File: config.mk
export PLATFORM = sky130hd
export DESIGN_NAME = ps2_kbd_rx
export DESIGN_NICKNAME = d
export VERILOG_FILES = /design/src/rtl/ps2_kbd_rx.sv
export SDC_FILE = /design/constraint.sdc
export NUM_CORES = 1
export LEC_CHECK = 0
export ABC_AREA = 1
export BUFFER_PORTS_ARGS = -buffer_cell sky130_fd_sc_hd__clkbuf_2
export CAP_MARGIN = 10
export CORE_AREA = 4 4 71 73
export CTS_CLUSTER_SIZE = 10
export DETAILED_ROUTE_END_ITERATION = 12
export DIE_AREA = 0 0 75 77
export PLACE_DENSITY = 0.72
export SYNTH_ARGS = -nofsm -noshare
export SYNTH_HDL_FRONTEND = slang
export SYNTH_SLANG_ARGS = --single-unit
File: constraint.sdc
create_clock -name clk -period 1.4 [get_ports clk]
set_input_delay 0.14 -clock clk [delete_from_list [all_inputs] [get_ports clk]]
set_output_delay 0.14 -clock clk [all_outputs]
set_load 0.03 [all_outputs]
File: src/rtl/ps2_kbd_rx.sv
// PS/2 keyboard frame receiver feeding the LC-3 KBDR/KBSR registers.
// Valid/ready: kbd_ready holds kbd_data until kbd_ack (one-clock CPU read pulse) consumes it.
module ps2_kbd_rx #(
   parameter int TIMEOUT_CYC = 50000,
   parameter int SYNC_STAGES = 2
) (
   input  logic       clk,
   input  logic       rst_n,
   input  logic       ps2_clk,
   input  logic       ps2_data,
   input  logic       kbd_ack,
   output logic [7:0] kbd_data,
   output logic       kbd_ready,
   output logic       parity_err,
   output logic       overrun
);

   localparam int TW = (TIMEOUT_CYC > 2) ? $clog2(TIMEOUT_CYC) : 1;

   typedef enum logic [1:0] {
      S_IDLE   = 2'd0,
      S_DATA   = 2'd1,
      S_PARITY = 2'd2,
      S_STOP   = 2'd3
   } state_t;

   state_t                 state;
   state_t                 state_nxt;
   logic [SYNC_STAGES-1:0] clk_sync;
   logic [SYNC_STAGES-1:0] data_sync;
   logic                   prev_clk;
   logic                   sync_clk;
   logic                   sync_data;
   logic                   fall;
   logic [2:0]             bit_cnt;
   logic [7:0]             shift_reg;
   logic                   par_bit;
   logic [TW-1:0]          to_cnt;
   logic                   timed_out;
   logic                   start_en;
   logic                   shift_en;
   logic                   par_en;
   logic                   frame_end;
   logic                   frame_good;
   logic                   frame_bad_par;

   // Synchronisers reset to the idle-high line level so reset never fakes an edge.
   always_ff @(posedge clk or negedge rst_n) begin
      if (!rst_n) begin
         clk_sync  <= '1;
         data_sync <= '1;
         prev_clk  <= 1'b1;
      end else begin
         clk_sync  <= {clk_sync[SYNC_STAGES-2:0], ps2_clk};
         data_sync <= {data_sync[SYNC_STAGES-2:0], ps2_data};
         prev_clk  <= sync_clk;
      end
   end

   assign sync_clk  = clk_sync[SYNC_STAGES-1];
   assign sync_data = data_sync[SYNC_STAGES-1];
   assign fall      = prev_clk & ~sync_clk;
   assign timed_out = (to_cnt == TW'(TIMEOUT_CYC - 1));

   always_ff @(posedge clk or negedge rst_n) begin
      if (!rst_n) begin
         state <= S_IDLE;
      end else begin
         state <= state_nxt;
      end
   end

   always_comb begin
      state_nxt = state;
      if (fall) begin
         case (state)
            S_IDLE:   if (!sync_data) state_nxt = S_DATA;
            S_DATA:   if (bit_cnt == 3'd7) state_nxt = S_PARITY;
            S_PARITY: state_nxt = S_STOP;
            S_STOP:   state_nxt = S_IDLE;
            default:  state_nxt = S_IDLE;
         endcase
      end else if (state != S_IDLE && timed_out) begin
         state_nxt = S_IDLE;
      end
   end

   always_comb begin
      start_en      = 1'b0;
      shift_en      = 1'b0;
      par_en        = 1'b0;
      frame_end     = 1'b0;
      case (state)
         S_IDLE:   start_en  = fall & ~sync_data;
         S_DATA:   shift_en  = fall;
         S_PARITY: par_en    = fall;
         S_STOP:   frame_end = fall;
         default:  ;
      endcase
      // Odd parity: the nine data+parity bits must XOR to 1.
      frame_good    = frame_end & sync_data & (^{shift_reg, par_bit});
      frame_bad_par = frame_end & sync_data & ~(^{shift_reg, par_bit});
   end

   always_ff @(posedge clk or negedge rst_n) begin
      if (!rst_n) begin
         bit_cnt   <= 3'd0;
         shift_reg <= 8'h00;
         par_bit   <= 1'b0;
         to_cnt    <= '0;
      end else begin
         if (start_en) begin
            bit_cnt   <= 3'd0;
            shift_reg <= 8'h00;
         end else if (shift_en) begin
            bit_cnt   <= bit_cnt + 3'd1;
            shift_reg <= {sync_data, shift_reg[7:1]};
         end else if (state != S_IDLE && timed_out) begin
            bit_cnt   <= 3'd0;
            shift_reg <= 8'h00;
         end
         if (par_en) begin
            par_bit <= sync_data;
         end
         if (state == S_IDLE || fall || timed_out) begin
            to_cnt <= '0;
         end else begin
            to_cnt <= to_cnt + 1'b1;
         end
      end
   end

   // A completing good frame takes precedence over a simultaneous ack.
   always_ff @(posedge clk or negedge rst_n) begin
      if (!rst_n) begin
         kbd_data   <= 8'h00;
         kbd_ready  <= 1'b0;
         parity_err <= 1'b0;
         overrun    <= 1'b0;
      end else begin
         if (frame_good && (!kbd_ready || kbd_ack)) begin
            kbd_data  <= shift_reg;
            kbd_ready <= 1'b1;
         end else if (kbd_ack) begin
            kbd_ready <= 1'b0;
         end
         if (frame_bad_par) begin
            parity_err <= 1'b1;
         end else if (kbd_ack) begin
            parity_err <= 1'b0;
         end
         if (frame_good && kbd_ready && !kbd_ack) begin
            overrun <= 1'b1;
         end else if (kbd_ack) begin
            overrun <= 1'b0;
         end
      end
   end

endmodule

# [Word-level counts from Yosys, hierarchy flattened]
# Index checks and enable logic that the tools add are counted.
[totals] reg_bits=46 inputBits=5 output_inout_bits=11 elab_cells=67
[classes] addsub=2 eq_ne=7 n_mux=20 bitwise_logic=8 n_reduce_logical=18
[op_table] operator="$mux W8" n=3
[op_table] operator="$add A16 B1 Y16 const B" n=1
[op_table] operator="$eq A16 B16 Y1 const B" n=1
[op_table] operator="$mux W16" n=1
[op_table] operator="$reduce_bool A2 Y1" n=5
[op_table] operator="$mux W3" n=3
[op_table] operator="$reduce_xor A9 Y1" n=1
[op_table] operator="$mux W1" n=8
[op_table] operator="$mux W2" n=4
[op_table] operator="$pmux W2 S4" n=1
[op_table] operator="$ne A3 B3 Y1 const B" n=2
[op_table] operator="$and A1 B1 Y1" n=5
[op_table] operator="$eq A2 B2 Y1 const B" n=2
[op_table] operator="$logic_and A1 B1 Y1" n=4
[op_table] operator="$add A3 B1 Y3 const B" n=1
[op_table] operator="$eq A3 B3 Y1 const B" n=1
[op_table] operator="$logic_or A1 B1 Y1" n=3
[op_table] operator="$not A1 Y1" n=3
[op_table] operator="$reduce_and A3 Y1" n=1
[op_table] operator="$reduce_bool A3 Y1" n=1
[op_table] operator="$eq A2 B1 Y1 const B" n=1
[op_table] operator="$logic_not A1 Y1" n=2
[op_table] operator="$logic_not A2 Y1" n=1

# [Logic depth before layout (Yosys ltp)]
# Gate-level depths: netlist of the first run.
[depth] word_depth=8 depth_mapped=11 mapped_depth_nobuf=11

# [Worst setup path after synthesis of the first run]
# Ideal clock, no wire load.
[synth_path] path_type="register -> register" startpoint="reg state[0]" endpoint="reg shift_reg[6]" setup_time_ps=126 arrival_time_ps=1340 t_required_ps=1274 path_slack_ps=-66 stages_incl_launch_ff=9 path_buffers=1 period_less_slack_ps=1466 path_cell_list="dfrtp_1 -> inv_1 -> ha_1 -> inv_1 -> nor3_1 -> inv_1 -> nand3_1 -> buf_2 -> o21ai_0"
[synth_via] elab_chain_cells=4 word_cells_on_any_way=9 classes_between="eq/ne: 1; mux: 4; reduce/logical: 4"
[synth_lines] element="from (decl)" line="27" source="state_t state;"
[synth_lines] element="from (signal assigned)" line="69" source="state <= state_nxt;"
[synth_lines] element="$eq A2 B1 Y1" line="93" source="case (state)"
[synth_lines] element="$mux W1" line="93"
[synth_lines] element="$mux W8" line="115" source="end else if (shift_en) begin"
[synth_lines] element="$mux W8" line="112" source="if (start_en) begin"
[synth_lines] element="to (signal assigned)" line="117" source="shift_reg <= {sync_data, shift_reg[7:1]};"
[synth_lines] element="to (decl)" line="36" source="logic [7:0] shift_reg;"
# Parallel ways exist; a longest one is shown, timed or not.
# A chain may end at the register's enable or synchronous reset.

# [Final worst setup path of the first run]
[layout_path] startpoint="reg to_cnt[1]" endpoint="reg to_cnt[12]"
[layout_via] elab_chain_cells=3 word_cells_on_any_way=4 classes_between="add/sub: 1; eq/ne: 1; mux: 1; reduce/logical: 1"
[layout_lines] element="from (decl)" line="38" source="logic [TW-1:0] to_cnt;"
[layout_lines] element="from (signal assigned)" line="128" source="to_cnt <= to_cnt + 1'b1;"
[layout_lines] element="parallel branches: the longest is 2 deep, another holds $add A16 B1 Y16"
[layout_lines] element="$mux W16 (*)" line="125" source="if (state == S_IDLE || fall || timed_out) begin"
# Every way passes the cells marked *.

==> impl_metrics.json, run 1 <==
{
  "status": "finished, violations left",
  "violations": "negative setup slack",
  "drt-pass1-iter-count": 4,
  "ioPinCount": 16,
  "core_area_mm2": 0.00435,
  "setup_viol": 39,
  "drive_above_1_share_pct": 49.7,
  "yosysWarningCount": 0,
  "synth_area_leaders": "dfrtp_1, nand2_1, inv_1",
  "remaining_drc_errors": 0,
  "wl_per_cell_um": 14.6,
  "grt_pass1_vias": 2051,
  "die_area_mm2": 0.00578,
  "yosysTopAreaCell": "dfrtp_1",
  "die_x_um": 75,
  "cts_made_buffers": 5,
  "timing.fmax_mhz": 594,
  "irDropWorstVdd_mv": 0.873,
  "fin_crit_ns": 1.68,
  "rsz0062_at_grt": "yes",
  "timing_worst_setup_path_type": "register to register",
  "numPortBuffers": 15,
  "gp_congestion": 0.821,
  "viasPerCell": 5.17,
  "grt_overflow": 0,
  "drv_slew": 0,
  "finClkSkew_ns": 0.00840,
  "cp_num_buf_inv": 1,
  "clkSlewWorstSetupHoldPaths_ns": 0.08,
  "seq_area_frac_synth_pct": 51.2,
  "antenna_cells": 0,
  "ant_nets": 0,
  "synth_cells": 263,
  "syn-num-nets": 275,
  "yosysUniqueCellTypes": 30,
  "syn_area_mm2": 0.00226,
  "grt_antenna_before_repair": 0,
  "grt_max_degree": 47,
  "place_worst_setup_slack_ns": -0.160,
  "critPathMostFrequentCell": "nand2_2",
  "cp-end-kind": "register",
  "dieHeight_um": 77,
  "hold_viol": 0,
  "path_cells": "ha_4, nand2_2, inv_2, nand2_4, nor2_4, nand2_2, nor3_4, nand2_2, o21bai_2, nand2_1, nor2_1",
  "cts_root_buf": "clkbuf_8",
  "slew_headroom_pct": 78.7,
  "fin_nets": 359,
  "startpoint_type": "register",
  "critPathArrivalTime_ns": 1.92,
  "cp_slowest_cell": "dfrtp_1",
  "cpLargestDelayFamily": "simple AND/OR/NAND/NOR gates",
  "power.density_mw_per_mm2": 1120,
  "synth-seq-cells": 46,
  "tightest_slew_ns": 0.318,
  "place.detailed.hpwl_um": 3100,
  "fin_crit_sh_pct": 120,
  "synth_top_area_share_pct": 45.4,
  "hold_path_class": "input port to asynchronous set/reset pin",
  "drt_iter0_markers": 168,
  "p_leak_nw": 1.64,
  "htree_levels": 2,
  "required_ns": 1.64,
  "multi_input_area_mm2": 0.00127,
  "drv_cap": 0,
  "worst_slack_ns": -0.283,
  "grt_pass1_wl_um": 9150,
  "wirelength_um": 5850,
  "fp-row-count": 24,
  "clock_latency_ns": 0.30,
  "clock-sinks": 46,
  "max_stage_delay_ns": 0.42,
  "crit_fanout": 3,
  "vias": 2068,
  "fillCellCount": 238,
  "clockBufferDepth": 2,
  "areaGrowthSynthToFinish_pct": 50.9,
  "grt_use_total_pct": 20.3,
  "syn_avg_cell_area_um2": 8.60,
  "initial_core_util_pct": 51.9,
  "register_area_mm2": 0.00116,
  "tns_ns": -6.70,
  "largest_reg_flops": 16,
  "cts_tree": "yes"
}
-- cell families after synthesis --
| group | Yosys count | synth area share, % |
|---|---|---|
| compound gates | 22 | 5.37 |
| fa+ha+maj | 7 | 3.87 |
| xor+xnor | 5 | 1.94 |
| buf+inv | 42 | 7.14 |
| simple gates | 141 | 30.5 |
| flops | 46 | 51.2 |
-- through the flow --
| step | area (µm²) | instances | power, mW | hold slack, ns | util [%] |
|---|---|---|---|---|---|
| final | 3410 | 400 | 3.83 | 0.345 | 78.3 |
| after global routing | 3410 | 400 | 4.03 | 0.362 | 78.3 |
| after CTS | 3160 | 390 | 3.62 | 0.356 | 72.6 |
| after detailed placement | 2690 | 363 | 2.24 | 0.144 | 61.7 |
| after global placement | 2690 | 363 | 2.21 | 0.140 | 61.7 |
| after floorplan | 2270 | 263 | 1.96 | -0.156 | - |
-- cell usage in the layout, fill, tap and decap left out, drive strengths merged, types with 5 or more instances in the layout --
cell,instances
buf,59
nor2,30
dfstp,5
o21ai,14
nand2,72
nand3,17
nor3,6
dfrtp,41
inv,39
clkbuf,21
nand4,13
ha,7
-- power by group --
| group | switching [mW] | internal, mW |
|---|---|---|
| Clock | 0.446 | 0.761 |
| Combinational | 0.644 | 0.464 |
| Sequential | 0.0881 | 1.43 |
| Total | 1.18 | 2.65 |
-- synth_stat cells (all sizes together) --
library cell  count
o21ai            14
buf               3
dfstp             5
nor4              1
a31oi             1
or2               1
a21oi             4
nor3              6
nor3b             3
xor2              4
inv              39
nand2            71
xnor2             1
o21bai            2
nand4            13
nand3            16
o22ai             1
dfrtp            41
ha                7
nor2             30
-- area by class of cell --
class,count,area share [%]
clock inverter,2,1.76
inverter,39,4.37
timing repair buffer,78,18.3
clock buffer,6,2.42
tap,52,1.91
sequential,46,34.1
multi-input combinational,177,37.1
-- final timing paths --
| kind | startpoint | end | slack (ns) | depth (start not counted) |
|---|---|---|---|---|
| worst min register to register | data_sync[0] | data_sync[1] | 0.36 | 0 |
| worst min-delay path | rst_n | to_cnt[8] | 0.34 | 3 |
| worst max register to register | to_cnt[1] | to_cnt[12] | -0.28 | 11 |
| worst max-delay path | to_cnt[1] | to_cnt[12] | -0.28 | 11 |
| min in group clk | data_sync[0] | data_sync[1] | 0.36 | 0 |
| max in group asynchronous | rst_n | data_sync[1] | 0.79 | 3 |
-- worst min-delay path, delay by kind of cell --
family                 cells  cell delay, ns
buffers and inverters      3            0.88
-- timing repair --
| action | 4_1_cts | 5_1_grt |
|---|---|---|
| resized for setup | 46 | 48 |
| buffers inserted | 11 | 11 |
| cloned | 4 | 0 |
| hold buffers | 4 | 0 |
| pin swaps | 12 | 28 |
| endpoints found under the setup margin | 39 | 41 |
| hold endpoints to repair | 44 | 0 |
-- routing by layer --
layer	GRT usage, %	share of wire [%]	vias to the layer above
met4	6.41	1.1	0
met5	0	0	-
met2	34.4	53	44
met1	25.5	42	1008
met3	4.05	3.6	6
li1	-	-	1010
No activity file was read; power rests on OpenSTA's default activity.
==> inputs of run 2 (changes only) <==
--- a/config.mk
+++ b/config.mk
@@ -8,11 +8,11 @@
 export ABC_AREA = 1
 export BUFFER_PORTS_ARGS = -buffer_cell sky130_fd_sc_hd__clkbuf_2
 export CAP_MARGIN = 10
-export CORE_AREA = 4 4 71 73
+export CORE_AREA = 4 4 67 69
 export CTS_CLUSTER_SIZE = 10
 export DETAILED_ROUTE_END_ITERATION = 12
-export DIE_AREA = 0 0 75 77
-export PLACE_DENSITY = 0.72
+export DIE_AREA = 0 0 71 73
+export PLACE_DENSITY = 0.77
 export SYNTH_ARGS = -nofsm -noshare
 export SYNTH_HDL_FRONTEND = slang
 export SYNTH_SLANG_ARGS = --single-unit
==> constraint.sdc (replaced) <==
create_clock -name clk -period 1.6 [get_ports clk]
set_input_delay 0.16 -clock clk [delete_from_list [all_inputs] [get_ports clk]]
set_output_delay 0.16 -clock clk [all_outputs]
set_load 0.03 [all_outputs]
==> run 2 against run 1 <==
The run now ends clean. Sequential share of layout area rose by 7.6 points. Worst hold slack got worse by 0.32 ns. First-iteration DRC count rose by 13%. Critical path type unchanged. Critical endpoint unchanged. Largest cell class is now sequential cells. Largest power group unchanged.
==> impl_metrics.json, run 2 (synthesis results as in run 1) <==
{
  "vias": 1834,
  "die_area_mm2": 0.00518,
  "cp-end-kind": "register",
  "drv_cap": 0,
  "p_sw_mw": 0.857,
  "rsz0062_at_grt": "yes",
  "startpoint_type": "register",
  "tightest_slew_ns": 0.558,
  "required_ns": 1.83,
  "largest_reg_flops": 16,
  "fillCellCount": 307,
  "cts_root_buf": "clkbuf_8",
  "final_common_cell": "nand2_1",
  "most-common-layout-cells": "nand2_1, dfrtp_1, inv_1",
  "max_stage_delay_ns": 0.37,
  "p_int_mw": 1.89,
  "drt_iter0_markers": 189,
  "numPortBuffers": 15,
  "drt-pass1-iter-count": 5,
  "cp_num_buf_inv": 1,
  "p_clk_share_pct": 26.2,
  "core_area_mm2": 0.00391,
  "wl_per_cell_um": 12.0,
  "drive_above_1_share_pct": 29.2,
  "status": "finished clean",
  "dieHeight_um": 73,
  "worst_hold_startpoint": "kbd_ack",
  "fin_crit_ns": 1.54,
  "grt_antenna_before_repair": 0,
  "ioPinCount": 16,
  "clock_latency_ns": 0.29,
  "grt_pass1_wl_um": 7220,
  "ant_nets": 0,
  "cpLargestDelayFamily": "simple AND/OR/NAND/NOR gates",
  "clock-sinks": 46,
  "timing.fmax_mhz": 648,
  "areaGrowthSynthToFinish_pct": 23.4,
  "fin_crit_sh_pct": 96.4,
  "cp_slowest_cell": "dfrtp_1",
  "power_mw": 2.75,
  "remaining_drc_errors": 0,
  "grt_overflow": 0,
  "irDropWorstVdd_mv": 0.679,
  "power.density_mw_per_mm2": 986,
  "power_frac_comb_pct": 25.8,
  "stdcell_count": 358,
  "initial_core_util_pct": 57.8,
  "holdWs_ns": 0.0227,
  "grt_pass1_vias": 1693,
  "antenna_cells": 0,
  "fp-row-count": 23,
  "dp_cells": 336,
  "grt_max_degree": 47,
  "finClkSkew_ns": 0.00371,
  "p_leak_nw": 1.37,
  "cts_made_buffers": 5,
  "drv_slew": 0,
  "seqPwrFrac_pct": 48.0,
  "gp_congestion": 0.815,
  "p_sw_share_pct": 31.2,
  "timing_worst_setup_path_type": "register to register",
  "hold_path_class": "input port to register",
  "rr_startpoint": "to_cnt[1]",
  "setup_viol": 0,
  "fin_nets": 319,
  "setup.reg_to_reg.worst_slack_ns": 0.06,
  "viasPerCell": 5.12,
  "critPathArrivalTime_ns": 1.77,
  "critPathMostFrequentCell": "nand2_2",
  "grt_use_total_pct": 17.3,
  "die_x_um": 71,
  "wirelength_um": 4310,
  "place.detailed.hpwl_um": 2920,
  "htree_levels": 2,
  "hold_viol": 0,
  "worstSetupStartpoint": "to_cnt[1]",
  "clockBufferDepth": 2,
  "crit_fanout": 4,
  "cts_tree": "yes",
  "tns_ns": 0,
  "slew_headroom_pct": 62.8,
  "clkSlewWorstSetupHoldPaths_ns": 0.08,
  "path_cells": "ha_1, nand2_1, inv_2, nand2_2, nor2_4, nand2_2, nor3_4, nand2_2, o21bai_2, nand2_1, nor2_1"
}
## run 2: through the flow
stage          setup WS [ns]  area [µm²]  utilization, %
6_report              0.0577        2790            71.3
5_1_grt              -0.0976        2790            71.3
4_1_cts               0.0174        2620            66.9
3_5_place_dp          0.0116        2490            63.7
3_3_place_gp          0.0696        2490            63.7
2_1_floorplan          0.134        2260               -
## run 2: layer usage
metal	up-vias	wire [µm]	GRT usage, %
li1	931	-	-
met1	850	1980	23.1
met2	44	2080	28.6
met3	9	187	2.48
met4	0	66	6.89
met5	-	0	0
## run 2: path summary, 6_finish.rpt
kind	endpoint	cells after the start
setup / recovery	to_cnt[12]	11
hold / removal	overrun	2
setup reg to reg	to_cnt[12]	11
hold reg to reg	data_sync[1]	0
max in group asynchronous	shift_reg[3]	3
min in group asynchronous	to_cnt[12]	3
## run 2: power groups by stage
stage	Clock [mW]	Combinational [mW]	Sequential [mW]
after global routing	0.778	0.814	1.33
after CTS	0.738	0.612	1.31
final	0.720	0.709	1.32
after floorplan	0	0.388	1.33
after detailed placement	0	0.604	1.33
after global placement	0	0.585	1.33
## run 2: cell type report
| type | count | area (µm²) | area share, % |
|---|---|---|---|
| flip-flops and latches | 46 | 1160 | 41.6 |
| multi-input cells | 177 | 1040 | 37.4 |
| repair buffers | 38 | 284 | 10.2 |
| inverters | 39 | 146 | 5.25 |
| clock buffers | 7 | 86.3 | 3.10 |
| well taps | 50 | 62.6 | 2.24 |
| clock inverters | 1 | 5.00 | 0.179 |
## run 2: repair_timing
item / in CTS / in global routing
pin swaps: 0 / 6
setup endpoints to repair: 1 / 32
hold buffers: 3 / 0
resized for setup: 1 / 27
hold endpoints to repair: 43 / 0
buffers inserted: 0 / 9
cloned: 0 / 2
==> inputs of run 3 (changes only) <==
--- a/config.mk
+++ b/config.mk
@@ -8,11 +8,11 @@
 export ABC_AREA = 1
 export BUFFER_PORTS_ARGS = -buffer_cell sky130_fd_sc_hd__clkbuf_2
 export CAP_MARGIN = 10
-export CORE_AREA = 4 4 67 69
+export CORE_AREA = 4 4 66 68
 export CTS_CLUSTER_SIZE = 10
 export DETAILED_ROUTE_END_ITERATION = 12
-export DIE_AREA = 0 0 71 73
-export PLACE_DENSITY = 0.77
+export DIE_AREA = 0 0 70 72
+export PLACE_DENSITY = 0.79
 export SYNTH_ARGS = -nofsm -noshare
 export SYNTH_HDL_FRONTEND = slang
 export SYNTH_SLANG_ARGS = --single-unit
==> constraint.sdc (replaced) <==
create_clock -name clk -period 2 [get_ports clk]
set_input_delay 0.2 -clock clk [delete_from_list [all_inputs] [get_ports clk]]
set_output_delay 0.2 -clock clk [all_outputs]
set_load 0.03 [all_outputs]
==> run 3 against run 2 <==
Sequential power down 20%. Register-to-register slack improved by 0.20 ns. Utilization is 5.6 points lower. Global-route usage up 0.51 points. First-iteration DRC count down 9.5%. Sequential share of layout area is 4.1 points higher. Largest cell class unchanged. Total power down 26%. Via count shrank 6.4%. Cell count is 5.6% lower. Critical endpoint is now shift_reg[2]. Design area is 9.2% lower. Count of clock-buffer cells in the layout unchanged. Non-clock buffer count fell by 18.
==> impl_metrics.json, run 3 (synthesis results as in run 1) <==
{
  "drv_slew": 0,
  "p_leak_nw": 1.25,
  "required_ns": 2.17,
  "path_cells": "inv_1, ha_1, inv_1, nor3_1, inv_1, nand3_1, o21ai_0",
  "initial_core_util_pct": 58.6,
  "critPathMostFrequentCell": "inv_1",
  "grt_pass1_wl_um": 7350,
  "ant_nets": 0,
  "fin_crit_sh_pct": 86.9,
  "drive_above_1_share_pct": 17.7,
  "clockBufferDepth": 2,
  "antenna_cells": 0,
  "clock_latency_ns": 0.30,
  "clkSlewWorstSetupHoldPaths_ns": 0.08,
  "grt_overflow": 0,
  "cp_slowest_cell": "dfrtp_1",
  "fin_crit_ns": 1.74,
  "numPortBuffers": 15,
  "die_area_mm2": 0.00504,
  "critPathArrivalTime_ns": 1.91,
  "slew_headroom_pct": 61.4,
  "crit_fanout": 11,
  "status": "finished clean",
  "rsz0062_at_grt": "no",
  "timing.fmax_mhz": 575,
  "tightest_slew_ns": 0.579,
  "cts_root_buf": "clkbuf_8",
  "wl_per_cell_um": 11.4,
  "vias": 1717,
  "gp_congestion": 0.798,
  "htree_levels": 2,
  "ioPinCount": 16,
  "hold_viol": 0,
  "dieHeight_um": 72,
  "remaining_drc_errors": 0,
  "drt_iter0_markers": 171,
  "finClkSkew_ns": 0.00701,
  "viasPerCell": 5.08,
  "setup_viol": 0,
  "fillCellCount": 316,
  "cts_made_buffers": 5,
  "areaGrowthSynthToFinish_pct": 12.0,
  "tns_ns": 0,
  "grt_pass1_vias": 1671,
  "place.detailed.hpwl_um": 2910,
  "cts_tree": "yes",
  "grt_antenna_before_repair": 0,
  "die_x_um": 70,
  "cts_setup_buffers": 0,
  "wirelength_um": 3860,
  "most-common-layout-cells": "nand2_1, dfrtp_1, inv_1",
  "cp-end-kind": "register",
  "startpoint_type": "register",
  "max_stage_delay_ns": 0.41,
  "clock-sinks": 46,
  "placed_area_mm2": 0.00241,
  "fin_area_mm2": 0.00253,
  "hold_path_class": "input port to register",
  "final_common_cell": "nand2_1",
  "core_area_mm2": 0.00386,
  "timing_worst_setup_path_type": "register to register",
  "largest_reg_flops": 16,
  "irDropWorstVdd_mv": 0.565,
  "fin_nets": 299,
  "drv_cap": 0,
  "power.density_mw_per_mm2": 800,
  "grt_use_total_pct": 17.8,
  "fp-row-count": 23,
  "drt-pass1-iter-count": 4,
  "grt_max_degree": 25
}
[run 3: cell count changes in the layout (fill, tap and decap cells not counted), moves of 2 or more]
cell / change
nor2_4: -3
o21ai_1: -2
buf_4: -16
nand3_2: -2
nand2_1: +3
nor2_1: +4
o21ai_2: -2
dfrtp_2: -3
nand2_2: -4
nand3_1: +2
o21ai_0: +4
dfrtp_1: +3
[run 3: repair_timing]
| item | CTS | global route |
|---|---|---|
| gates resized for setup | 0 | 0 |
| hold buffers | 3 | 0 |
| endpoints found under the hold margin | 19 | 0 |
[run 3: layer usage]
metal  GRT usage, %  part of all wire [%]
met4           5.11                   1.2
met3           4.57                   3.5
met1           24.4                    49
met5              0                     0
met2           28.4                    47
[run 3: layout make-up]
type / instances / area, µm² / share of cell area [%]
Multi-Input combinational cell: 175 / 942 / 37.2
Tap cell: 50 / 62.6 / 2.47
Sequential cell: 46 / 1160 / 45.7
Inverter: 39 / 146 / 5.78
Clock inverter: 1 / 5.00 / 0.198
Clock buffer: 7 / 86.3 / 3.41
Timing Repair Buffer: 20 / 133 / 5.24
[run 3: final timing paths]
kind	startpoint	end	slack, ns	cells past startpoint
setup reg to reg	state[0]	shift_reg[2]	0.26	7
hold / removal	kbd_ack	overrun	0.06	2
setup / recovery	state[0]	shift_reg[2]	0.26	7
max in group asynchronous	rst_n	to_cnt[13]	1.04	3
hold reg to reg	data_sync[0]	data_sync[1]	0.36	0
min in group asynchronous	rst_n	overrun	0.42	2
[run 3: worst max-delay path: cells and delay by family (launching register included)]
family | cells | cell delay, ns
AND/OR/NAND/NOR | 2 | 0.60
flip-flops | 1 | 0.41
buffers and inverters | 3 | 0.30
adder cells (fa/ha/maj) | 1 | 0.16
AO/OA/AOI/OAI | 1 | 0.14
[run 3: metrics by stage]
stage | hold slack, ns | utilization (%) | power [mW] | std cells | worst slack [ns]
final | 0.0629 | 65.7 | 2.03 | 338 | 0.261
after global routing | 0.0698 | 65.7 | 2.16 | 338 | 0.0779
after floorplan | -0.0956 | - | 1.37 | 263 | 0.534
after CTS | 0.0587 | 65.7 | 2.05 | 338 | 0.247
after detailed placement | 0.230 | 62.5 | 1.47 | 327 | 0.247
after global placement | 0.230 | 62.5 | 1.45 | 327 | 0.343
[run 3: power by group]
group	leakage, nW	switching (mW)	internal [mW]
combinational	0.582	0.268	0.128
sequential	0.621	0.0555	1.00
clock	0.0482	0.295	0.279
total	1.25	0.619	1.41
